===== config.mk =====
export PLATFORM = sky130hd
export DESIGN_NAME = deca_gpio_pio
export DESIGN_NICKNAME = d
export VERILOG_FILES = /design/src/rtl/deca_gpio_pkg.sv /design/src/rtl/deca_debounce.sv /design/src/rtl/deca_gpio_pio.sv
export SDC_FILE = /design/constraint.sdc
export NUM_CORES = 1
export LEC_CHECK = 0
export ABC_AREA = 1
export CAP_MARGIN = 20
export CORE_UTILIZATION = 60
export DETAILED_ROUTE_END_ITERATION = 7
export PLACE_DENSITY_LB_ADDON = 0.08
export SLEW_MARGIN = 30
export SYNTH_ARGS = -nofsm -noshare
export SYNTH_HDL_FRONTEND = slang
export SYNTH_HIERARCHICAL = 1
export SYNTH_SLANG_ARGS = --single-unit

===== constraint.sdc =====
create_clock -name clk -period 1.6 [get_ports clk]
set_input_delay 0.48 -clock clk [delete_from_list [all_inputs] [get_ports clk]]
set_output_delay 0.48 -clock clk [all_outputs]
set_load 0.01 [all_outputs]

===== src/rtl/deca_gpio_pkg.sv =====
// Shared constants for the deca_gpio_pio Avalon-MM GPIO peripheral:
// bus data width and register word offsets.
package deca_gpio_pkg;

    localparam int DATA_W = 32;

    localparam logic [2:0] REG_DATA_IN  = 3'd0;
    localparam logic [2:0] REG_DATA_OUT = 3'd1;
    localparam logic [2:0] REG_IRQ_MASK = 3'd2;
    localparam logic [2:0] REG_EDGE_CAP = 3'd3;
    localparam logic [2:0] REG_RISE_EN  = 3'd4;
    localparam logic [2:0] REG_FALL_EN  = 3'd5;
    localparam logic [2:0] REG_OUT_SET  = 3'd6;
    localparam logic [2:0] REG_OUT_CLR  = 3'd7;

endpackage


===== src/rtl/deca_debounce.sv =====
// One input channel: synchroniser, polarity correction and debounce filter.
// Reports the debounced level plus single-cycle rise/fall strobes.
module deca_debounce #(
    parameter int SYNC_STAGES     = 2,
    parameter int DEBOUNCE_CYCLES = 500000,
    parameter bit ACTIVE_LOW      = 1'b1
) (
    input  logic clk,
    input  logic reset_n,
    input  logic pin,
    output logic stable,
    output logic rise,
    output logic fall
);

    localparam int               CNT_W    = $clog2(DEBOUNCE_CYCLES) + 1;
    localparam logic [CNT_W-1:0] CNT_LAST = CNT_W'(DEBOUNCE_CYCLES - 1);

    logic [SYNC_STAGES-1:0] sync_q;
    logic [CNT_W-1:0]       cnt;
    logic                   s;
    logic                   stable_next;

    // Synchroniser flops idle at the pin's inactive level so reset reads as "not pressed".
    always_ff @(posedge clk or negedge reset_n) begin
        if (!reset_n) begin
            sync_q <= {SYNC_STAGES{ACTIVE_LOW}};
        end else begin
            sync_q <= {sync_q[SYNC_STAGES-2:0], pin};
        end
    end

    assign s = sync_q[SYNC_STAGES-1] ^ ACTIVE_LOW;

    always_comb begin
        stable_next = stable;
        if ((s != stable) && (cnt == CNT_LAST)) begin
            stable_next = s;
        end
    end

    always_ff @(posedge clk or negedge reset_n) begin
        if (!reset_n) begin
            cnt    <= '0;
            stable <= 1'b0;
        end else begin
            stable <= stable_next;
            if ((s == stable) || (cnt == CNT_LAST)) begin
                cnt <= '0;
            end else begin
                cnt <= cnt + CNT_W'(1);
            end
        end
    end

    assign rise = stable_next & ~stable;
    assign fall = ~stable_next & stable;

endmodule


===== src/rtl/deca_gpio_pio.sv =====
// Avalon-MM GPIO peripheral: debounced inputs with edge capture and a maskable
// level interrupt, plus polarity-corrected outputs with set/clear access.
module deca_gpio_pio
    import deca_gpio_pkg::*;
#(
    parameter int IN_WIDTH        = 8,
    parameter int OUT_WIDTH       = 8,
    parameter int IN_ACTIVE_LOW   = 1,
    parameter int OUT_ACTIVE_LOW  = 1,
    parameter int SYNC_STAGES     = 2,
    parameter int DEBOUNCE_CYCLES = 500000
) (
    input  logic                 clk,
    input  logic                 reset_n,
    input  logic [2:0]           avs_address,
    input  logic                 avs_read,
    input  logic                 avs_write,
    input  logic [DATA_W-1:0]    avs_writedata,
    output logic [DATA_W-1:0]    avs_readdata,
    output logic                 irq,
    input  logic [IN_WIDTH-1:0]  pio_in,
    output logic [OUT_WIDTH-1:0] pio_out
);

    if (IN_WIDTH < 1 || IN_WIDTH > 32) begin : g_bad_in_width
        $error("deca_gpio_pio: IN_WIDTH must be in 1..32");
    end
    if (OUT_WIDTH < 1 || OUT_WIDTH > 32) begin : g_bad_out_width
        $error("deca_gpio_pio: OUT_WIDTH must be in 1..32");
    end
    if (SYNC_STAGES < 2) begin : g_bad_sync
        $error("deca_gpio_pio: SYNC_STAGES must be >= 2");
    end
    if (DEBOUNCE_CYCLES < 1) begin : g_bad_debounce
        $error("deca_gpio_pio: DEBOUNCE_CYCLES must be >= 1");
    end

    localparam bit IN_POL  = (IN_ACTIVE_LOW != 0);
    localparam bit OUT_POL = (OUT_ACTIVE_LOW != 0);

    logic [IN_WIDTH-1:0]  stable, rise, fall;
    logic [IN_WIDTH-1:0]  irq_mask, edge_cap, rise_en, fall_en;
    logic [IN_WIDTH-1:0]  wdata_in, cap_set, cap_clr;
    logic [OUT_WIDTH-1:0] data_out, wdata_out;
    logic [DATA_W-1:0]    rd_mux;
    logic                 unused_wdata;

    for (genvar i = 0; i < IN_WIDTH; i++) begin : g_ch
        deca_debounce #(
            .SYNC_STAGES     (SYNC_STAGES),
            .DEBOUNCE_CYCLES (DEBOUNCE_CYCLES),
            .ACTIVE_LOW      (IN_POL)
        ) u_debounce (
            .clk     (clk),
            .reset_n (reset_n),
            .pin     (pio_in[i]),
            .stable  (stable[i]),
            .rise    (rise[i]),
            .fall    (fall[i])
        );
    end

    // Bits above the channel count are simply dropped.
    assign wdata_in     = avs_writedata[IN_WIDTH-1:0];
    assign wdata_out    = avs_writedata[OUT_WIDTH-1:0];
    assign unused_wdata = ^avs_writedata;

    assign cap_set = (rise & rise_en) | (fall & fall_en);
    assign cap_clr = (avs_write && (avs_address == REG_EDGE_CAP)) ? wdata_in : '0;

    always_ff @(posedge clk or negedge reset_n) begin
        if (!reset_n) begin
            data_out <= '0;
            irq_mask <= '0;
            rise_en  <= '0;
            fall_en  <= '0;
        end else if (avs_write) begin
            case (avs_address)
                REG_DATA_OUT: data_out <= wdata_out;
                REG_IRQ_MASK: irq_mask <= wdata_in;
                REG_RISE_EN:  rise_en  <= wdata_in;
                REG_FALL_EN:  fall_en  <= wdata_in;
                REG_OUT_SET:  data_out <= data_out | wdata_out;
                REG_OUT_CLR:  data_out <= data_out & ~wdata_out;
                default: ;
            endcase
        end
    end

    // Applying the clear before the set lets a fresh edge survive a simultaneous W1C.
    always_ff @(posedge clk or negedge reset_n) begin
        if (!reset_n) begin
            edge_cap <= '0;
            irq      <= 1'b0;
        end else begin
            edge_cap <= (edge_cap & ~cap_clr) | cap_set;
            irq      <= |(edge_cap & irq_mask);
        end
    end

    always_comb begin
        rd_mux = '0;
        case (avs_address)
            REG_DATA_IN:  rd_mux[IN_WIDTH-1:0]  = stable;
            REG_DATA_OUT: rd_mux[OUT_WIDTH-1:0] = data_out;
            REG_IRQ_MASK: rd_mux[IN_WIDTH-1:0]  = irq_mask;
            REG_EDGE_CAP: rd_mux[IN_WIDTH-1:0]  = edge_cap;
            REG_RISE_EN:  rd_mux[IN_WIDTH-1:0]  = rise_en;
            REG_FALL_EN:  rd_mux[IN_WIDTH-1:0]  = fall_en;
            default:      rd_mux = '0;
        endcase
    end

    always_ff @(posedge clk or negedge reset_n) begin
        if (!reset_n) begin
            avs_readdata <= '0;
        end else if (avs_read) begin
            avs_readdata <= rd_mux;
        end
    end

    assign pio_out = data_out ^ {OUT_WIDTH{OUT_POL}};

endmodule


==> results of run 1 <==
area by class of cell:
cell class	count	area, µm²	area share (%)
multi-input combinational	1276	6000	40.8
sequential	233	5850	39.8
tap	270	338	2.30
clock buffer	44	790	5.37
timing repair buffer	122	1060	7.21
clock inverter	4	45.0	0.306
inverter	166	623	4.24
timing repair:
item / in CTS / in global routing
endpoints found under the setup margin: 17 / 28
endpoints found under the hold margin: 28 / 0
buffers inserted: 6 / 4
resized for setup: 77 / 18
hold buffers: 1 / 0
metrics by stage:
step | cell area (µm²) | worst slack, ns
floorplan | 12800 | 0.188
global placement | 13800 | -0.335
detailed placement | 13800 | -0.410
CTS | 14600 | -0.0270
global route | 14700 | -0.0344
finish | 14700 | 0.00980
worst max-delay path, delay by kind of cell, from the launching register on:
kind / cells / cell delay (ns)
flops: 1 / 0.41
buf+inv: 2 / 0.18
where the power goes:
group / switching, µW / internal (µW) / total (µW)
clock: 2310 / 3490 / 5810
combinational: 719 / 543 / 1260
sequential: 238 / 6210 / 6450
total: 3270 / 10200 / 13500
routing by layer:
layer / share of wire (%) / up-vias
met3: 4.3 / 66
met4: 3.1 / 0
li1: - / 5579
met5: 0 / -
met2: 47 / 229
met1: 45 / 5214
state kept, by name, summed over array words and instances (netlist names):
name,flops
fall_en,8
irq_mask,8
rise_en,8
g_ch.u_debounce/cnt,160
avs_readdata,8
g_ch.u_debounce/sync_q,16
data_out,8
irq,1
g_ch.u_debounce/stable,8
edge_cap,8
cell families (layout without fill, tap and decap cells):
logic type                 after synthesis  in the layout  share of synthesized area, %
and+or+nand+nor                       1068           1068                          36.2
adders and majority gates                8              8                         0.789
buffers and inverters                  209            336                          7.69
other                                    1             24                        0.0295
AOI/OAI and AO/OA                      104            104                          4.26
DFF                                    233            233                          46.1
xor gates and xnor gates                72             72                          4.97
placed cells by master (no fill, tap or decap), types with 2 or more instances in the layout:
cell type / Yosys / final
clkbuf_16: 0 / 27
clkbuf_8: 0 / 5
xor2_1: 48 / 48
clkbuf_1: 4 / 12
nand2_8: 0 / 2
nor3_1: 8 / 8
nand2_1: 404 / 398
conb_1: 1 / 24
buf_12: 0 / 6
clkinv_2: 0 / 3
o21ai_0: 67 / 67
xnor2_1: 24 / 24
nand2_2: 3 / 9
nand2_4: 8 / 6
inv_2: 2 / 9
clkdlybuf4s50_1: 0 / 21
nor2_4: 12 / 14
nor2_1: 420 / 420
dfstp_2: 16 / 16
nand3_2: 11 / 10
o21ai_1: 13 / 13
buf_4: 25 / 76
inv_1: 163 / 156
ha_1: 8 / 7
o21bai_1: 8 / 8
nand3_1: 130 / 130
buf_6: 0 / 8
buf_2: 5 / 9
nand4_1: 61 / 61
dfrtp_1: 217 / 217
nor2_2: 9 / 7
a21oi_1: 16 / 16
worst max-delay path by stage:
stage,end,cells after the start,slack (ns)
3_3_place_gp,avs_readdata[1],8,-0.34
2_1_floorplan,edge_cap[0],6,0.19
6_report,pio_out[4],2,0.01
5_1_grt,pio_out[3],2,-0.03
4_1_cts,pio_out[4],2,-0.03
3_5_place_dp,avs_readdata[5],8,-0.41
==> results.txt, run 1 <==
----------------------------------------------------
[Floorplanning]
  Number of I/O pins ... between 80 and 90
  Die boundary width ... 147 µm
  Vertical die dimension ... 147 µm
  Initial Util ... between 60% and 70%
  Placeable core region ... 0.0205 mm²
  Std-Cell Rows ... 52
  Overall die area ... ~0.022 mm²

[Global route]
  First-pass GRT wire length ... 49.0 mm
  Number of global-route vias before repair ... 10668
  Tot GR Track Use ... 27.4%
  Met1 demand-to-capacity share in global routing ... 36.2%
  Initial antenna violation count ... 1
  M2 GR Usage ... 46.0%
  Total global routing overflow ... 0
  Routing usage on met3 ... 4.14%
  Layer carrying the most global-route usage ... met2
  Pin count of the biggest net entering global routing ... 39

[Worst hold path]
  End of the worst hold path ... g_ch[7].u_debounce/sync_q[0]
  Worst Min Path Start ... pio_in[7]
  Type of the most critical hold path ... input port to flip-flop
  WHS Path Cells ... 1

[STA]
  Slew HR ... 54.9%
  Slew at the pin with the worst max-slew slack ... roughly 0.67 ns
  RSZ-0062 raised after global routing ... yes
  Minimum clock period ... 1.59 ns
  Number of endpoints with negative hold slack in the final report ... 0
  Share of the cycle needed by the critical path after routing ... between 90% and 100%
  Final-layout worst hold slack ... 0.356 ns
  Total of endpoints with negative setup slack in the final report ... 0
  Max Fclk ... 0.629 GHz
  Number of max-slew violations in the final report ... 0
  Setup Skew ... 0.0130 ns
  Aggregate negative setup slack ... 0 ns

[Yosys]
  Number of synthesized flops with an enable pin ... 0
  Most used standard cell by instance count after synthesis ... nor2_1
  Distinct cell type count of the synthesized netlist ... 30
  Most common library cells after synthesis ... nor2_1, nand2_1, dfrtp_1
  Count of yosys warnings during synthesis ... 6
  Async S/R FF share, synth ... 100%
  Sequential-to-total area share from yosys stat ... 46.1%
  Cell types with the largest area share after synthesis ... dfrtp_1, nor2_1, nand2_1
  Cell taking the most area after synthesis ... dfrtp_1
  Area of the mapped netlist ... about 0.013 mm²
  Yosys reg bits ... approximately 230
  Most common flop cell mapped by yosys ... dfrtp_1
  Area share of the largest cell type after synthesis ... 42.8%
  Synth Instances ... around 1700
  Average cell area after synthesis ... 7.49 µm²

[Route]
  Routed via count ... about 11000
  Number of nets with antenna violations after routing ... 0
  Iter 0 DRT Violations ... 515
  DR WL/cell ... 13.4 µm
  Detailed-route DRC error count ... 0
  Routed vias/inst ... 5.24
  Pre-antenna DRT Iters ... 5
  Detailed-route wire length ... 28.4 mm

[Worst setup path]
  CP peak stage delay ... 0.41 ns
  Beginning of the worst register-to-register path ... g_ch[2].u_debounce/cnt[1]
  Arrival time of data at the critical path endpoint ... 1.11 ns
  Worst setup path category ... flip-flop to primary output
  Minimum setup slack among reg-to-reg paths ... 0.11 ns
  Category of the worst setup path launch point ... flip-flop
  First element of the critical path ... data_out[4]
  Cell depth of the worst flop-to-flop path ... 7
  Endpoint required time on the critical path ... around 1.1 ns
  Crit-path slowest cell ... dfrtp_1
  Cell Chain, Critical Path ... inv_2 -> buf_6
  Largest fanout of any net on the critical path ... 2
  Worst setup EP type ... primary output
  End of the worst register-to-register path ... g_ch[2].u_debounce/cnt[12]

[Cells and area]
  Net count reported at finish ... approximately 1900
  FILL cells ... 1672
  Share of the core filled with cells in the final layout ... 71.8%
  Area grow syn2layout ... 15.9%
  Proportion of layout cells with a drive suffix above 1 ... 11.5%
  Final cell count without fillers ... 2115
  Number of diodes added for antenna fixing ... 0

[Clocking]
  Clock buffer depth ... 3
  Sinks on Clock Net ... 233
  Root Driver ... clkbuf_16
  Latest clock arrival within the worst-skew pair ... 0.53 ns
  CTS tree ... done
  Register clock-pin slew on the reported worst setup and hold paths ... 0.06 ns
  CTS buffer count ... 26
  CTS H-Tree Depth ... 1

[Pwr]
  Leakage power of the design ... 0.00653 µW
  Ratio of total power to cell area ... 919 mW/mm²
  Total power ... 13500 µW
  Worst voltage drop across the vdd grid ... 0.853 mV

[Placement]
  Number of buffers added on ports ... 39
  Instance count after placement with tap cells included ... approximately 2000
  Gp weighted congestion ... 0.933
  Detailed placer's ending HPWL ... ~20 mm

[Flow run]
  Number of violations of the max-capacitance limit ... 0

[Status]
  Outcome ... complete, no violations

----------------------------------------------------
Note: power is estimated with default switching activity, not from simulation.
==> inputs of run 2 (changes only) <==
--- a/config.mk
+++ b/config.mk
@@ -7,10 +7,11 @@
 export LEC_CHECK = 0
 export ABC_AREA = 1
 export CAP_MARGIN = 20
+export CORE_MARGIN = 4
 export CORE_UTILIZATION = 60
 export DETAILED_ROUTE_END_ITERATION = 7
 export PLACE_DENSITY_LB_ADDON = 0.08
-export SLEW_MARGIN = 30
+export SLEW_MARGIN = 20
 export SYNTH_ARGS = -nofsm -noshare
 export SYNTH_HDL_FRONTEND = slang
 export SYNTH_HIERARCHICAL = 1
==> run 2 against run 1 <==
  * Flip-flop and latch count unchanged
  * Hold slack about the same
  * Clock power increased by 4.6%
  * Routed wire length up 0.66%
  * Power increased by 2.0%
  * Cell count about the same
  * Die area grew 8.3%
  * Sequential power about the same
  * Via count shrank 1.4%
  * Combinational power about the same
  * Largest power group unchanged
  * Highest routed layer unchanged
==> results.txt, run 2 (synthesis results as in run 1) <==
----------------------------------------------------
[Status]
  Outcome ... complete, no violations

[Worst setup path]
  Minimum setup slack among reg-to-reg paths ... 0.12 ns
  Cell family contributing the most delay on the critical path ... flip-flops
  Cell depth of the worst flop-to-flop path ... 6
  Largest fanout of any net on the critical path ... 2
  Arrival time of data at the critical path endpoint ... 1.11 ns
  Endpoint required time on the critical path ... between 1 and 1.5 ns
  Beginning of the worst register-to-register path ... g_ch[3].u_debounce/cnt[7]
  Category of the worst setup path launch point ... flip-flop
  CP peak stage delay ... roughly 0.43 ns
  WP buf/inv ... 1
  First element of the critical path ... avs_readdata[5]
  Worst setup path category ... flip-flop to primary output
  Cell Chain, Critical Path ... buf_2
  Crit-path slowest cell ... dfrtp_1
  End of the worst register-to-register path ... g_ch[3].u_debounce/cnt[14]
  Worst setup EP type ... primary output

[Cells and area]
  FILL cells ... 1683
  Most flops, register ... g_ch.u_debounce/cnt
  Area taken by flip-flops and latches ... 0.00585 mm²
  Leading cell type in the layout, fill and taps excluded ... nor2_1
  Biggest registers after layout ... g_ch.u_debounce/cnt: 160 flops, g_ch.u_debounce/sync_q: 16 flops
  Highest-count cells in the layout ignoring fill and taps ... nor2_1, nand2_1, dfrtp_1
  Finished layout cell area ... 0.0147 mm²
  Footprint of the multi-input gates ... 0.00595 mm²
  Flip-flop count of the largest register, all copies and words added ... 160
  Area grow syn2layout ... 16.1%
  Final cell count without fillers ... 2116
  Net count reported at finish ... between 1500 and 2000
  Number of diodes added for antenna fixing ... 0
  Proportion of layout cells with a drive suffix above 1 ... 11.5%

[STA]
  RSZ-0062 raised after global routing ... yes
  Max Fclk ... 0.628 GHz
  Number of max-slew violations in the final report ... 0
  Setup Skew ... 0.0160 ns
  Total of endpoints with negative setup slack in the final report ... 0
  Slew at the pin with the worst max-slew slack ... around 0.49 ns
  Slew HR ... 67.1%
  Final-layout worst hold slack ... approximately 0.36 ns
  Number of endpoints with negative hold slack in the final report ... 0
  Share of the cycle needed by the critical path after routing ... 99.5%
  Minimum clock period ... 1.59 ns

[Clocking]
  Latest clock arrival within the worst-skew pair ... between 0.5 and 0.6 ns
  Register clock-pin slew on the reported worst setup and hold paths ... 0.06 ns
  CTS tree ... done
  Root Driver ... clkbuf_16
  Clock buffer depth ... 3
  CTS buffer count ... 26
  Sinks on Clock Net ... 233
  CTS H-Tree Depth ... 1

[Route]
  Routed vias/inst ... between 5 and 6
  Routed via count ... 10938
  Detailed-route wire length ... about 29 mm
  Number of nets with antenna violations after routing ... 0
  Pre-antenna DRT Iters ... 5
  Iter 0 DRT Violations ... approximately 870
  Detailed-route DRC error count ... 0
  DR WL/cell ... between 10 and 15 µm

[Global route]
  Total global routing overflow ... 0
  Pin count of the biggest net entering global routing ... 60
  First-pass GRT wire length ... 49.4 mm
  Number of global-route vias before repair ... 10690
  Tot GR Track Use ... about a quarter
  Initial antenna violation count ... 0

[Placement]
  Detailed placer's ending HPWL ... approximately 20 mm
  Instance count after placement with tap cells included ... 2057
  Cell area reported after detailed placement ... roughly 0.014 mm²
  Number of buffers added on ports ... 39
  Gp weighted congestion ... 0.903

[Floorplanning]
  Vertical die dimension ... 153 µm
  Initial Util ... between 60% and 70%
  Placeable core region ... 0.0205 mm²
  Overall die area ... 0.0235 mm²
  Die boundary width ... 153 µm
  Std-Cell Rows ... 52
  Number of I/O pins ... 88

[Flow run]
  Number of violations of the max-capacitance limit ... 0

[Pwr]
  Worst voltage drop across the vdd grid ... 1.06 mV
  Sequential group share of total power ... approximately 47%
  Leakage power of the design ... 0.00656 µW
  Proportion of power drawn by combinational gates ... a little under a tenth
  Pint ... 10500 µW
  Net switching component of the power ... 3290 µW
  Switching Share ... 23.9%
  Clock power frac ... between 40% and 50%
  Ratio of total power to cell area ... between 900 and 1000 mW/mm²

[Worst hold path]
  WHS Path Cells ... 0
  Worst Min Path Start ... g_ch[5].u_debounce/sync_q[0]
  End of the worst hold path ... g_ch[5].u_debounce/sync_q[1]
  Type of the most critical hold path ... flip-flop to flip-flop

----------------------------------------------------
## run 2: cell types whose count changed in the layout (fill, tap and decap cells not counted), sizes merged
cell / change
clkbuf: -8
clkinv: +4
bufinv: +2
clkinvlp: +2
buf: +1
## run 2: power by group through the flow
stage | Clock [µW] | Sequential (µW) | Combinational (µW)
4_1_cts | 6210 | 6450 | 1230
3_3_place_gp | 0 | 6540 | 1170
5_1_grt | 6490 | 6490 | 1400
3_5_place_dp | 0 | 6550 | 1200
6_report | 6080 | 6450 | 1250
2_1_floorplan | 0 | 6500 | 605
## run 2: what timing repair did
| action | CTS | global route |
|---|---|---|
| buffers inserted | 9 | 1 |
| gates resized for setup | 79 | 4 |
| setup endpoints to repair | 17 | 16 |
| hold buffers | 1 | 0 |
| hold endpoints to repair | 22 | 0 |
## run 2: metal layers
layer | global-route usage, % | vias up | wire length, µm
li1 | - | 5586 | -
met1 | 33.2 | 5051 | 12800
met4 | 6.10 | 0 | 549
met3 | 3.53 | 47 | 1400
met5 | 0 | - | 0
met2 | 42.1 | 254 | 13800
## run 2: final cells by class
type	count	share of cell area, %
repair buffers	123	7.34
multi-input cells	1276	40.4
clock buffers	36	5.09
well taps	270	2.29
flip-flops and latches	233	39.7
clock inverters	12	0.951
inverters	166	4.23
## run 2: worst register-to-register path: stages, from the launching register on
cell and delay, ns:
dfrtp_1 0.45, nor2_1 0.14, nand2_1 0.06, nor2_1 0.16, nand3_2 0.20, nand2_4 0.25, nor2_1 0.09
## run 2: through the flow
step                utilization [%]  setup slack (ns)  total power [µW]  TNS [ns]
finish                         71.9           0.00744             13800         0
global route                   71.9           -0.0199             14400    -0.135
CTS                            71.7          -0.00447             13900  -0.00447
detailed placement             67.3            -0.401              7750    -14.90
global placement               67.3            -0.377              7710    -14.33
floorplan                         -             0.188              7110         0
## run 2: worst max path at each step
| stage | endpoint | slack (ns) | cells past startpoint |
|---|---|---|---|
| 2_1_floorplan | edge_cap[0] | 0.19 | 6 |
| 3_3_place_gp | avs_readdata[4] | -0.38 | 8 |
| 3_5_place_dp | avs_readdata[1] | -0.40 | 8 |
| 4_1_cts | avs_readdata[5] | -0.004 | 1 |
| 5_1_grt | pio_out[5] | -0.02 | 2 |
| 6_report | avs_readdata[5] | 0.007 | 1 |
